$ cat src/rtl/weight_loader_if.sv
// Host/memory-side signal bundle for weight_loader: start/abort control, byte stream,
// weight-memory write port and status. The loader uses the slave modport.
interface weight_loader_if #(
  parameter int unsigned ADDR_WIDTH = 13,
  parameter int unsigned DATA_WIDTH = 8,
  parameter int unsigned LEN_WIDTH  = 6
);
  logic                  start;
  logic [ADDR_WIDTH-1:0] start_addr;
  logic [LEN_WIDTH-1:0]  length;
  logic                  abort;
  logic                  in_valid;
  logic [DATA_WIDTH-1:0] in_data;
  logic                  in_ready;
  logic                  mem_we;
  logic [ADDR_WIDTH-1:0] mem_waddr;
  logic [DATA_WIDTH-1:0] mem_wdata;
  logic                  busy;
  logic                  done;
  logic                  error;
  logic [DATA_WIDTH-1:0] checksum;

  modport master (
    output start, start_addr, length, abort, in_valid, in_data,
    input  in_ready, mem_we, mem_waddr, mem_wdata, busy, done, error, checksum
  );

  modport slave (
    input  start, start_addr, length, abort, in_valid, in_data,
    output in_ready, mem_we, mem_waddr, mem_wdata, busy, done, error, checksum
  );
endinterface

$ cat src/rtl/weight_loader.sv
// Turns a valid/ready byte stream into sequential, wrapping write strobes for the weight store.
// Optional running byte checksum enabled by defining WEIGHT_LOADER_CHECKSUM_EN.
module weight_loader #(
  parameter int unsigned ADDR_WIDTH = 13,
  parameter int unsigned DEPTH      = 32,
  parameter int unsigned DATA_WIDTH = 8,
  parameter int unsigned LEN_WIDTH  = 6
) (
  input  logic           clk,
  input  logic           reset,
  weight_loader_if.slave wl
);

  typedef enum logic [1:0] {IDLE, LOAD, DONE} state_t;

  localparam logic [ADDR_WIDTH-1:0] LAST_ADDR = ADDR_WIDTH'(DEPTH - 1);
  localparam logic [ADDR_WIDTH-1:0] DEPTH_A   = ADDR_WIDTH'(DEPTH);
  localparam logic [LEN_WIDTH-1:0]  DEPTH_L   = LEN_WIDTH'(DEPTH);

  state_t                state_q;
  logic [ADDR_WIDTH-1:0] addr_q, addr_d;
  logic [LEN_WIDTH-1:0]  rem_q;
  logic                  in_ready_q, mem_we_q, busy_q, done_q, error_q;
  logic [ADDR_WIDTH-1:0] waddr_q;
  logic [DATA_WIDTH-1:0] wdata_q;
  logic                  start_bad, start_ok, start_err, wr_ok;

  always_comb begin
    addr_d    = (addr_q == LAST_ADDR) ? '0 : addr_q + ADDR_WIDTH'(1);
    start_bad = (wl.start_addr >= DEPTH_A) || (wl.length > DEPTH_L);
    // abort has priority over start in IDLE and over a handshake in LOAD
    start_ok  = (state_q == IDLE) && wl.start && !wl.abort && !start_bad;
    start_err = (state_q == IDLE) && wl.start && !wl.abort && start_bad;
    wr_ok     = wl.in_valid && in_ready_q && !wl.abort;
  end

  always_ff @(posedge clk) begin
    if (reset) begin
      state_q    <= IDLE;
      addr_q     <= '0;
      rem_q      <= '0;
      in_ready_q <= 1'b0;
      mem_we_q   <= 1'b0;
      waddr_q    <= '0;
      wdata_q    <= '0;
      busy_q     <= 1'b0;
      done_q     <= 1'b0;
      error_q    <= 1'b0;
    end else begin
      mem_we_q <= 1'b0;
      done_q   <= 1'b0;
      error_q  <= 1'b0;
      case (state_q)
        IDLE: begin
          if (start_err) begin
            error_q <= 1'b1;
          end else if (start_ok) begin
            busy_q <= 1'b1;
            if (wl.length == '0) begin
              state_q <= DONE;
              done_q  <= 1'b1;
            end else begin
              state_q    <= LOAD;
              addr_q     <= wl.start_addr;
              rem_q      <= wl.length;
              in_ready_q <= 1'b1;
            end
          end
        end
        LOAD: begin
          if (wl.abort) begin
            state_q    <= IDLE;
            in_ready_q <= 1'b0;
            busy_q     <= 1'b0;
          end else if (wr_ok) begin
            mem_we_q <= 1'b1;
            waddr_q  <= addr_q;
            wdata_q  <= wl.in_data;
            addr_q   <= addr_d;
            rem_q    <= rem_q - LEN_WIDTH'(1);
            if (rem_q == LEN_WIDTH'(1)) begin
              state_q    <= DONE;
              in_ready_q <= 1'b0;
              done_q     <= 1'b1;
            end
          end
        end
        DONE: begin
          state_q <= IDLE;
          busy_q  <= 1'b0;
        end
        default: begin
          state_q    <= IDLE;
          in_ready_q <= 1'b0;
          busy_q     <= 1'b0;
        end
      endcase
    end
  end

`ifdef WEIGHT_LOADER_CHECKSUM_EN
  logic [DATA_WIDTH-1:0] csum_q;

  always_ff @(posedge clk) begin
    if (reset || start_ok) begin
      csum_q <= '0;
    end else if (wr_ok) begin
      csum_q <= csum_q + wl.in_data;
    end
  end

  assign wl.checksum = csum_q;
`else
  assign wl.checksum = '0;
`endif

  assign wl.in_ready  = in_ready_q;
  assign wl.mem_we    = mem_we_q;
  assign wl.mem_waddr = waddr_q;
  assign wl.mem_wdata = wdata_q;
  assign wl.busy      = busy_q;
  assign wl.done      = done_q;
  assign wl.error     = error_q;

endmodule
$ cat src/flat_wrapper.sv
// flat-port wrapper written by rule: the top's interface ports become plain ports
module weight_loader_flat 
#(
  parameter int unsigned ADDR_WIDTH = 13,
  parameter int unsigned DEPTH      = 32,
  parameter int unsigned DATA_WIDTH = 8,
  parameter int unsigned LEN_WIDTH  = 6
)
  (clk, reset, wl_start, wl_start_addr, wl_length, wl_abort, wl_in_valid, wl_in_data, wl_in_ready, wl_mem_we, wl_mem_waddr, wl_mem_wdata, wl_busy, wl_done, wl_error, wl_checksum);
  weight_loader_if #(.ADDR_WIDTH(ADDR_WIDTH), .DATA_WIDTH(DATA_WIDTH), .LEN_WIDTH(LEN_WIDTH)) wl_i ();
  input  logic clk;
  input  logic reset;
  input wire logic [$bits(wl_i.start)-1:0] wl_start;
  input wire logic [$bits(wl_i.start_addr)-1:0] wl_start_addr;
  input wire logic [$bits(wl_i.length)-1:0] wl_length;
  input wire logic [$bits(wl_i.abort)-1:0] wl_abort;
  input wire logic [$bits(wl_i.in_valid)-1:0] wl_in_valid;
  input wire logic [$bits(wl_i.in_data)-1:0] wl_in_data;
  output wire logic [$bits(wl_i.in_ready)-1:0] wl_in_ready;
  output wire logic [$bits(wl_i.mem_we)-1:0] wl_mem_we;
  output wire logic [$bits(wl_i.mem_waddr)-1:0] wl_mem_waddr;
  output wire logic [$bits(wl_i.mem_wdata)-1:0] wl_mem_wdata;
  output wire logic [$bits(wl_i.busy)-1:0] wl_busy;
  output wire logic [$bits(wl_i.done)-1:0] wl_done;
  output wire logic [$bits(wl_i.error)-1:0] wl_error;
  output wire logic [$bits(wl_i.checksum)-1:0] wl_checksum;
  assign wl_i.start = wl_start;
  assign wl_i.start_addr = wl_start_addr;
  assign wl_i.length = wl_length;
  assign wl_i.abort = wl_abort;
  assign wl_i.in_valid = wl_in_valid;
  assign wl_i.in_data = wl_in_data;
  assign wl_in_ready = wl_i.in_ready;
  assign wl_mem_we = wl_i.mem_we;
  assign wl_mem_waddr = wl_i.mem_waddr;
  assign wl_mem_wdata = wl_i.mem_wdata;
  assign wl_busy = wl_i.busy;
  assign wl_done = wl_i.done;
  assign wl_error = wl_i.error;
  assign wl_checksum = wl_i.checksum;
  weight_loader #(.ADDR_WIDTH(ADDR_WIDTH), .DEPTH(DEPTH), .DATA_WIDTH(DATA_WIDTH), .LEN_WIDTH(LEN_WIDTH)) u_core (.clk(clk), .reset(reset), .wl(wl_i));
endmodule
$ cat config.mk
export PLATFORM = sky130hd
export DESIGN_NAME = weight_loader_flat
export DESIGN_NICKNAME = d
export VERILOG_FILES = /design/src/rtl/weight_loader_if.sv /design/src/rtl/weight_loader.sv /design/src/flat_wrapper.sv
export SDC_FILE = /design/constraint.sdc
export NUM_CORES = 1
export LEC_CHECK = 0
export ABC_AREA = 1
export ABC_CLOCK_PERIOD_IN_PS = 2900
export BUFFER_PORTS_ARGS = -buffer_cell sky130_fd_sc_hd__buf_2
export CORE_AREA = 2 2 72 74
export DETAILED_ROUTE_END_ITERATION = 10
export DIE_AREA = 0 0 74 76
export GPL_TIMING_DRIVEN = 0
export PLACE_DENSITY = 0.89
export SETUP_SLACK_MARGIN = 0.5
export SLEW_MARGIN = 20
export SYNTH_ARGS = -nofsm -noshare
export SYNTH_HDL_FRONTEND = slang
export SYNTH_SLANG_ARGS = --single-unit
$ cat constraint.sdc
create_clock -name clk -period 2.9 [get_ports clk]
set_clock_uncertainty 0.15 [all_clocks]
set_input_delay 0.435 -clock clk [delete_from_list [all_inputs] [get_ports clk]]
set_output_delay 0.435 -clock clk [all_outputs]
set_load 0.01 [all_outputs]
### Yosys cells after proc, flatten, opt, wreduce, memory -nomap -nowiden

Index checks and enable logic that the tools add are counted.

| storage, ports and cells | value |
|---|---|
| register bits after elaboration | 47 |
| bits in latches | 0 |
| RAM bits | 0 |
| memory bits (read-only) | 0 |
| bits of input ports | 32 |
| output and inout bits | 34 |
| logic and storage cells | 89 |
| memories kept | 0 |

| cells by class | value |
|---|---|
| $add $sub $neg | 2 |
| multiply operators | 0 |
| divide/modulo/power cells | 0 |
| order comparisons | 2 |
| equality and inequality tests | 12 |
| shift-type cells | 0 |
| muxes and demuxes | 40 |
| bitwise operators | 4 |
| reduce and logical (&&, ||, !) cells | 19 |

Operators by type and width:

| kind | number |
|---|---|
| $mux 13 | 6 |
| $mux 6 | 5 |
| $pmux 13 s2 | 1 |
| $mux 1 | 17 |
| $add 13x1->13 const B | 1 |
| $eq 13x5->1 const B | 1 |
| $ge 13x6->1 const B | 1 |
| $mux 2 | 6 |
| $pmux 6 s2 | 1 |
| $reduce_and 6->1 | 2 |
| $ne 2x2->1 const B | 4 |
| $eq 6x1->1 const B | 1 |
| $gt 6x6->1 const B | 1 |
| $logic_and 1x1->1 | 6 |
| $logic_not 6->1 | 1 |
| $ne 3x2->1 const B | 2 |
| $reduce_and 3->1 | 2 |
| $sub 6x1->6 const B | 1 |
| $ne 2x1->1 const B | 2 |
| $not 1->1 | 4 |
| $pmux 1 s2 | 2 |
| $pmux 2 s2 | 1 |
| $reduce_and 4->1 | 1 |
| $pmux 1 s3 | 1 |
| 8 further kinds | 9 |

### Depth between registers and ports, before layout

Gate-level depths: netlist (run 1).

| depth | value |
|---|---|
| depth after elaboration | 7 |
| depth in mapped cells | 10 |
| depth with buffers taken out | 9 |

### Worst setup path before layout (run 1)

OpenSTA, ideal clock, no wires.

| timing path | value |
|---|---|
| kind | input port to flip-flop |
| start | input port wl_start_addr[10] |
| end | register u_core.addr_q[11] |
| arrival time | 1251 ps |
| data required time | 2637 ps |
| slack | 1386 ps |
| stages on the path | 9 |
| cells stage by stage | nor2_1 -> nand2_1 -> nor2_2 -> nand3_2 -> nand2_4 -> nand2_4 -> buf_4 -> nor2_1 -> nor2_1 |

| between the ends | value |
|---|---|
| longest elaborated chain between the ends | 6 |

RTL lines:

| element | line | source |
|---|---|---|
| start, declared | flat_wrapper.sv:14 | `input wire logic [$bits(wl_i.start_addr)-1:0] wl_start_addr;` |
| $ge 13x6->1 (*) | weight_loader.sv:30 | `start_bad = (wl.start_addr >= DEPTH_A) \|\| (wl.length > DEPTH_L);` |
| $logic_or 1x1->1 (*) | weight_loader.sv:30 |  |
| $logic_not 1->1 | weight_loader.sv:32 | `start_ok = (state_q == IDLE) && wl.start && !wl.abort && !start_bad;` |
| $logic_and 1x1->1 | weight_loader.sv:32 |  |
| $ne 2x1->1 (no line) | -- |  |
| $reduce_and 6->1 (no line) (*) | -- |  |
| end signal, assigned | weight_loader.sv:64 | `addr_q <= wl.start_addr;` |
| end signal, assigned | weight_loader.sv:79 | `addr_q <= addr_d;` |
| end, declared | weight_loader.sv:21 | `logic [ADDR_WIDTH-1:0] addr_q, addr_d;` |

Every way passes the cells marked *; elsewhere a longest branch is shown, timed or not.
A chain may end at the register's enable or synchronous reset.

### Worst setup path after layout (run 1)

| timing path | value |
|---|---|
| start | register u_core.addr_q[0] |
| end | register u_core.addr_q[5] |

| between the ends | value |
|---|---|
| longest elaborated chain between the ends | 5 |

RTL lines:

| element | line | source |
|---|---|---|
| $add 13x1->13 or $eq 13x5->1 (tied branches) | weight_loader.sv:29 | `addr_d = (addr_q == LAST_ADDR) ? '0 : addr_q + ADDR_WIDTH'(1);` |
| $mux 13 (*) | weight_loader.sv:29 |  |
| $mux 13 (*) | weight_loader.sv:75 | `end else if (wr_ok) begin` |
| $mux 13 (*) | weight_loader.sv:71 | `if (wl.abort) begin` |
| $pmux 13 s2 (*) | weight_loader.sv:53 | `case (state_q)` |

Every way passes the cells marked *; elsewhere a longest branch is shown, timed or not. The select of a mux whose other input is x is not followed.

==> results.cfg, run 1 <==
[timing]
fmax_mhz = 548
slew_violations = 0
holdWs_ps = 213
hold_viol_final = 0
setup_violations = 0
period_share_pct = 62.9
final.setup.tns_ps = 0
period_minus_slack_ps = 1830
grt_setup_unrepaired = false

[clocking]
cts_tree = done
numCtsBuffers = 5
cts_setup_buffers = 0
insertion_delay_ps = 310
cts-resized-gates = 0
cts_root_buf = clkbuf_8
htree_levels = 2
clkTransAtPathRegs_ps = 90
holdBufCountCts = 0
cts_buffer_depth = 2
clock-sinks = 47

[cells_and_area]
layout_common_cells = nand2_1 (101), nor2_1 (75), buf_2 (63)
area_delta_synth_final_pct = 19.4
fillers = 461
drive_gt1_share_pct = 23.1
antennaDiodeCount = 0
final_nets = 498
layout_commonest_cell = nand2_1

[grt]
grt_use_total_pct = 23.6
grt_pass1_vias = 2353
overflow = 0
antenna_found_initial = 0
grt_pass1_wl_mm = 10.5
grt_max_degree = 16

[worst_setup_path]
slowest_delay_ps = 440
crit_fanout = 7
worstRegToRegCells = 8
crit_cells = 8
timing.rr.start = u_core.addr_q[0]
ff2ff_setup_slack_ps = 1070
critPathKind = register to register
cp.arrival_ps = 1890
crit_start = u_core.addr_q[0]
crit_end = u_core.addr_q[5]
slowest_stage = dfxtp_1
r2r-end = u_core.addr_q[5]
worstPathCellList = ha_1, nand3_1, nor2_1, nand2_1, nand2_1, o21ai_0, nor2_1, nor2_1
start_kind = register
cp_top_family = simple AND/OR/NAND/NOR gates
crit_buf_inv = 0
crit_path_frequent_cell = nor2_1
endpoint_kind = register
critPathRequiredTime_ps = 2970

[floorplan]
num_io_pins = 66
row_count = 26
dieArea_mm2 = 0.00562
die_w_um = 74
die_h_um = 76
initial_core_util_pct = 51.9
fp.coreArea_mm2 = 0.00491

[synthesis]
yosysUniqueCellTypes = 28
synth-seq-cells = 47
syn_area_mm2 = 0.00255
synth.area.top_cells = dfxtp_1 (37%), nand2_1 (15%), nor2_1 (11%)
yosys_warnings = 0
synth_cells = 393
netlist.area_leader.share_pct = 36.9
synth_top_area_cell = dfxtp_1
synth_area_per_cell_um2 = 6.48
ys_seq_area_share_pct = 36.9

[power_and_ir_drop]
ir_worst_vdd_mv = 0.317
p_per_area_mw_per_mm2 = 380
p_leak_nw = 1.54

[placed_design]
gp_congestion = 0.902
dp_hpwl_mm = 4.84
io_buffer_count = 56

[routing]
vias_per_cell = 5.02
dr.pass1.iters = 6
drt-total-wl_mm = 6.42
ant_nets = 0
num_vias = 2679
wire_per_inst_um = 12.0
drt_iter0_markers = 201
route.detailed.drc = 0

[worst_hold_path]
hp-class = primary input to register

[status]
status = complete, no violations

[job]
maxCapViolations = 0
-- layout make-up --
class	count	area (um2)	area share (%)
multi-input combinational	297	1360	44.6
sequential	47	941	30.9
timing repair buffer	56	280	9.22
buffer	24	156	5.14
inverter	32	120	3.95
tap	70	87.6	2.88
clock buffer	6	82.6	2.72
clock inverter	2	16.3	0.535
-- flip-flops by register name (all words and copies together) (netlist names) --
name	cells
u_core.wl.mem_we	1
u_core.wl.done	1
u_core.wl.mem_wdata	8
u_core.state_q	2
u_core.wl.mem_waddr	13
u_core.wl.error	1
u_core.addr_q	13
u_core.wl.busy	1
u_core.rem_q	6
u_core.wl.in_ready	1
-- cell usage after synthesis --
master    count
nand2_1     101
nor2_1       75
dfxtp_1      47
inv_1        28
o21ai_0      28
a21oi_1      25
nand3_1      25
buf_4         9
buf_2         7
nand2_2       7
nand4_1       5
nor2_2        5
inv_2         4
buf_6         3
clkbuf_1      3
ha_1          3
nand2_4       3
xor2_1        3
nand3b_1      2
nor3_1        2
buf_1         1
clkbuf_2      1
conb_1        1
nand3_2       1
nand4_2       1
nor2_4        1
o22ai_1       1
or2_2         1
-- stage by stage --
stage / setup WS, ps / power, mW / utilization (%) / cell area, um2 / std cells
finish: 1070 / 1.16 / 61.9 / 3040 / 534
detailed placement: 1050 / 0.739 / 59.9 / 2940 / 526
global route: 898 / 1.19 / 61.9 / 3040 / 534
CTS: 1110 / 1.16 / 61.9 / 3040 / 534
global placement: 1070 / 0.739 / 59.9 / 2940 / 526
floorplan: 1390 / 0.708 / - / 2570 / 400
-- report_power, final --
part	total (mW)	switching, mW	internal, mW
Clock	0.431	0.236	0.195
Sequential	0.647	0.000974	0.646
Combinational	0.0786	0.0430	0.0356
-- worst register-to-register path, delay by kind of cell (launching register included) --
family	cells	cell delay, ps
AO/OA/AOI/OAI	1	100
adder cells (fa/ha/maj)	1	320
flip-flops	1	440
AND/OR/NAND/NOR	6	730
-- worst min path at each step --
stage | start | to | depth (start not counted)
6_report | wl_in_data[2] | u_core.wl.mem_wdata[2] | 3
5_1_grt | wl_in_data[4] | u_core.wl.mem_wdata[4] | 3
4_1_cts | wl_in_data[2] | u_core.wl.mem_wdata[2] | 3
3_5_place_dp | u_core.wl.busy | u_core.wl.busy | 2
3_3_place_gp | u_core.wl.busy | u_core.wl.busy | 2
2_1_floorplan | u_core.rem_q[1] | u_core.rem_q[1] | 2
-- cells by family (layout without fill, tap and decap cells) --
kind of cell	Yosys count	count (layout)	share of synthesized area, %
buffers and inverters	56	120	10.9
adder cells (fa/ha/maj)	3	3	1.47
AO/OA/AOI/OAI	54	54	10.7
AND/OR/NAND/NOR	229	229	38.9
other	1	8	0.147
flip-flops	47	47	36.9
XOR/XNOR	3	3	1.03
-- layer usage --
layer  share of wire (%)  wire, um  GRT usage, %
met5                   0         0             0
met4                 3.1       201          10.7
met3                 6.5       416          3.70
met2                  48      3110          38.8
met1                  42      2700          30.0
Power figures use the tool's default switching activity.
==> inputs of run 2 (changes only) <==
--- a/config.mk
+++ b/config.mk
@@ -6,13 +6,13 @@
 export NUM_CORES = 1
 export LEC_CHECK = 0
 export ABC_AREA = 1
-export ABC_CLOCK_PERIOD_IN_PS = 2900
+export ABC_CLOCK_PERIOD_IN_PS = 1450
 export BUFFER_PORTS_ARGS = -buffer_cell sky130_fd_sc_hd__buf_2
-export CORE_AREA = 2 2 72 74
+export CORE_AREA = 2 2 76 78
 export DETAILED_ROUTE_END_ITERATION = 10
-export DIE_AREA = 0 0 74 76
+export DIE_AREA = 0 0 78 80
 export GPL_TIMING_DRIVEN = 0
-export PLACE_DENSITY = 0.89
+export PLACE_DENSITY = 0.84
 export SETUP_SLACK_MARGIN = 0.5
 export SLEW_MARGIN = 20
 export SYNTH_ARGS = -nofsm -noshare
==> constraint.sdc (replaced) <==
create_clock -name clk -period 1.45 [get_ports clk]
set_clock_uncertainty 0.15 [all_clocks]
set_input_delay 0.2175 -clock clk [delete_from_list [all_inputs] [get_ports clk]]
set_output_delay 0.2175 -clock clk [all_outputs]
set_load 0.01 [all_outputs]
==> run 2 against run 1 <==
Effect of this change:
- the flow now finishes with violations (hold timing, setup timing)
- critical path type unchanged
- first-iteration DRC count increased by 45%
- largest cell class unchanged
- sequential cell count did not move
- worst hold slack got worse by 230 ps
- worst setup slack worse by 1100 ps
- combinational power rose by 140%
==> results.cfg, run 2 (same netlist as run 1, synthesis figures left out) <==
[clocking]
cts_root_buf = clkbuf_8
cts_buffer_depth = 2
insertion_delay_ps = 310
clock-sinks = 47
htree_levels = 2
numCtsBuffers = 5
clkTransAtPathRegs_ps = 90
cts_tree = done

[worst_hold_path]
hold_end = u_core.wl.mem_wdata[5]
hp-class = primary input to register
min_from = wl_in_data[5]
min_path_cells = 3

[floorplan]
die_w_um = 78
die_h_um = 80
fp.coreArea_mm2 = 0.00541
row_count = 27
dieArea_mm2 = 0.00624
num_io_pins = 66
initial_core_util_pct = 47.1

[job]
maxCapViolations = 0

[worst_setup_path]
worstRegToRegCells = 7
worstPathCellList = inv_4, nor2_4, nand2_4, buf_4, clkbuf_8, o21ai_2, nor2_1
cp_top_family = flip-flops
crit_start = u_core.state_q[0]
critPathRequiredTime_ps = 1500
start_kind = register
slowest_delay_ps = 370
crit_buf_inv = 3
r2r-end = u_core.wl.mem_wdata[4]
cp.arrival_ps = 1530
ff2ff_setup_slack_ps = -40
critPathKind = register to register
slowest_stage = dfxtp_2
endpoint_kind = register
crit_fanout = 5
timing.rr.start = u_core.state_q[0]

[routing]
vias_per_cell = 5.31
drt_iter0_markers = 292
ant_nets = 0
num_vias = 2968
route.detailed.drc = 0
dr.pass1.iters = 5
drt-total-wl_mm = 8.24
wire_per_inst_um = 14.7

[cells_and_area]
final_nets = 521
fillers = 397
regArea_um2 = 990
drive_gt1_share_pct = 44.4
layout.cells.non_filler = 559
layout_commonest_cell = nand2_1
final_core_util_pct = 70.2
area_delta_synth_final_pct = 49.0
antennaDiodeCount = 0
multi_input_area_mm2 = 0.00157
layout_common_cells = nand2_1 (86), nor2_1 (65), buf_2 (34)

[timing]
layout_setup_ws_ps = -37.1
hold_viol_final = 4
holdWs_ps = -13.4
grt_setup_unrepaired = true
setup_violations = 9
period_share_pct = 103
period_minus_slack_ps = 1490
fmax_mhz = 672
slew_violations = 0

[status]
status = finished with violations
failed_checks = hold timing, setup timing

[placed_design]
dp_cells = 528
gp_congestion = 0.926
place_ws_ps = -122
io_buffer_count = 56
dp_hpwl_mm = 4.84

[grt]
grt_max_degree = 17
grt_pass1_vias = 2658
overflow = 0
antenna_found_initial = 0
grt_pass1_wl_mm = 11.7
grt_use_total_pct = 23.7

[power_and_ir_drop]
p_leak_nw = 1.78
ir_worst_vdd_mv = 0.542
p_per_area_mw_per_mm2 = 654
-- run 2: worst max path at each step --
| stage | endpoint | slack (ps) | cells after the start |
|---|---|---|---|
| 5_1_grt | u_core.addr_q[12] | -100 | 8 |
| 4_1_cts | u_core.addr_q[5] | 40 | 10 |
| 3_5_place_dp | u_core.rem_q[5] | -120 | 11 |
| 6_report | u_core.wl.mem_wdata[4] | -40 | 7 |
| 2_1_floorplan | u_core.addr_q[1] | 110 | 9 |
| 3_3_place_gp | u_core.rem_q[5] | -80 | 11 |
-- run 2: layout make-up --
cell class                      instances  area share [%]
Clock inverter                          3            1.25
Sequential cell                        47            26.1
Clock buffer                            5            1.81
Multi-Input combinational cell        297            41.4
Timing Repair Buffer                   79            17.4
Inverter                               32            3.30
Tap cell                               72            2.37
Buffer                                 24            6.39
-- run 2: repair_timing --
item	4_1_cts	5_1_grt
hold endpoints to repair	5	0
cloned	2	1
pin swaps	16	12
setup buffers	17	3
gates resized for setup	91	39
setup endpoints to repair	73	73
-- run 2: worst register-to-register path, cell delays in order (launching register included) --
cell and delay (ps):
dfxtp_2 370, inv_4 50, nor2_4 150, nand2_4 110
buf_4 160, clkbuf_8 150, o21ai_2 150, nor2_1 90
-- run 2: report_power, final --
group          switching, mW  internal, mW  total [mW]
clock network          0.481         0.523        1.00
registers            0.00221          1.29        1.29
logic                  0.108        0.0812       0.189
total                  0.591          1.89        2.48
-- run 2: routing by layer --
layer	track usage, %	share of wire, %	up-vias
li1	-	-	1409
met1	26.9	36	1366
met2	43.7	52	157
met3	3.96	8.0	36
met4	10.5	3.7	0
met5	0	0	-
-- run 2: stage by stage --
stage	hold slack (ps)	setup TNS, ps	area, um2	power [mW]
finish	-13.4	-99.0	3800	2.48
global placement	306	-1430	3040	1.48
CTS	-18.1	0	3630	2.46
detailed placement	317	-2060	3040	1.48
floorplan	225	0	2670	1.42
global route	-0.344	-1430	3800	2.56
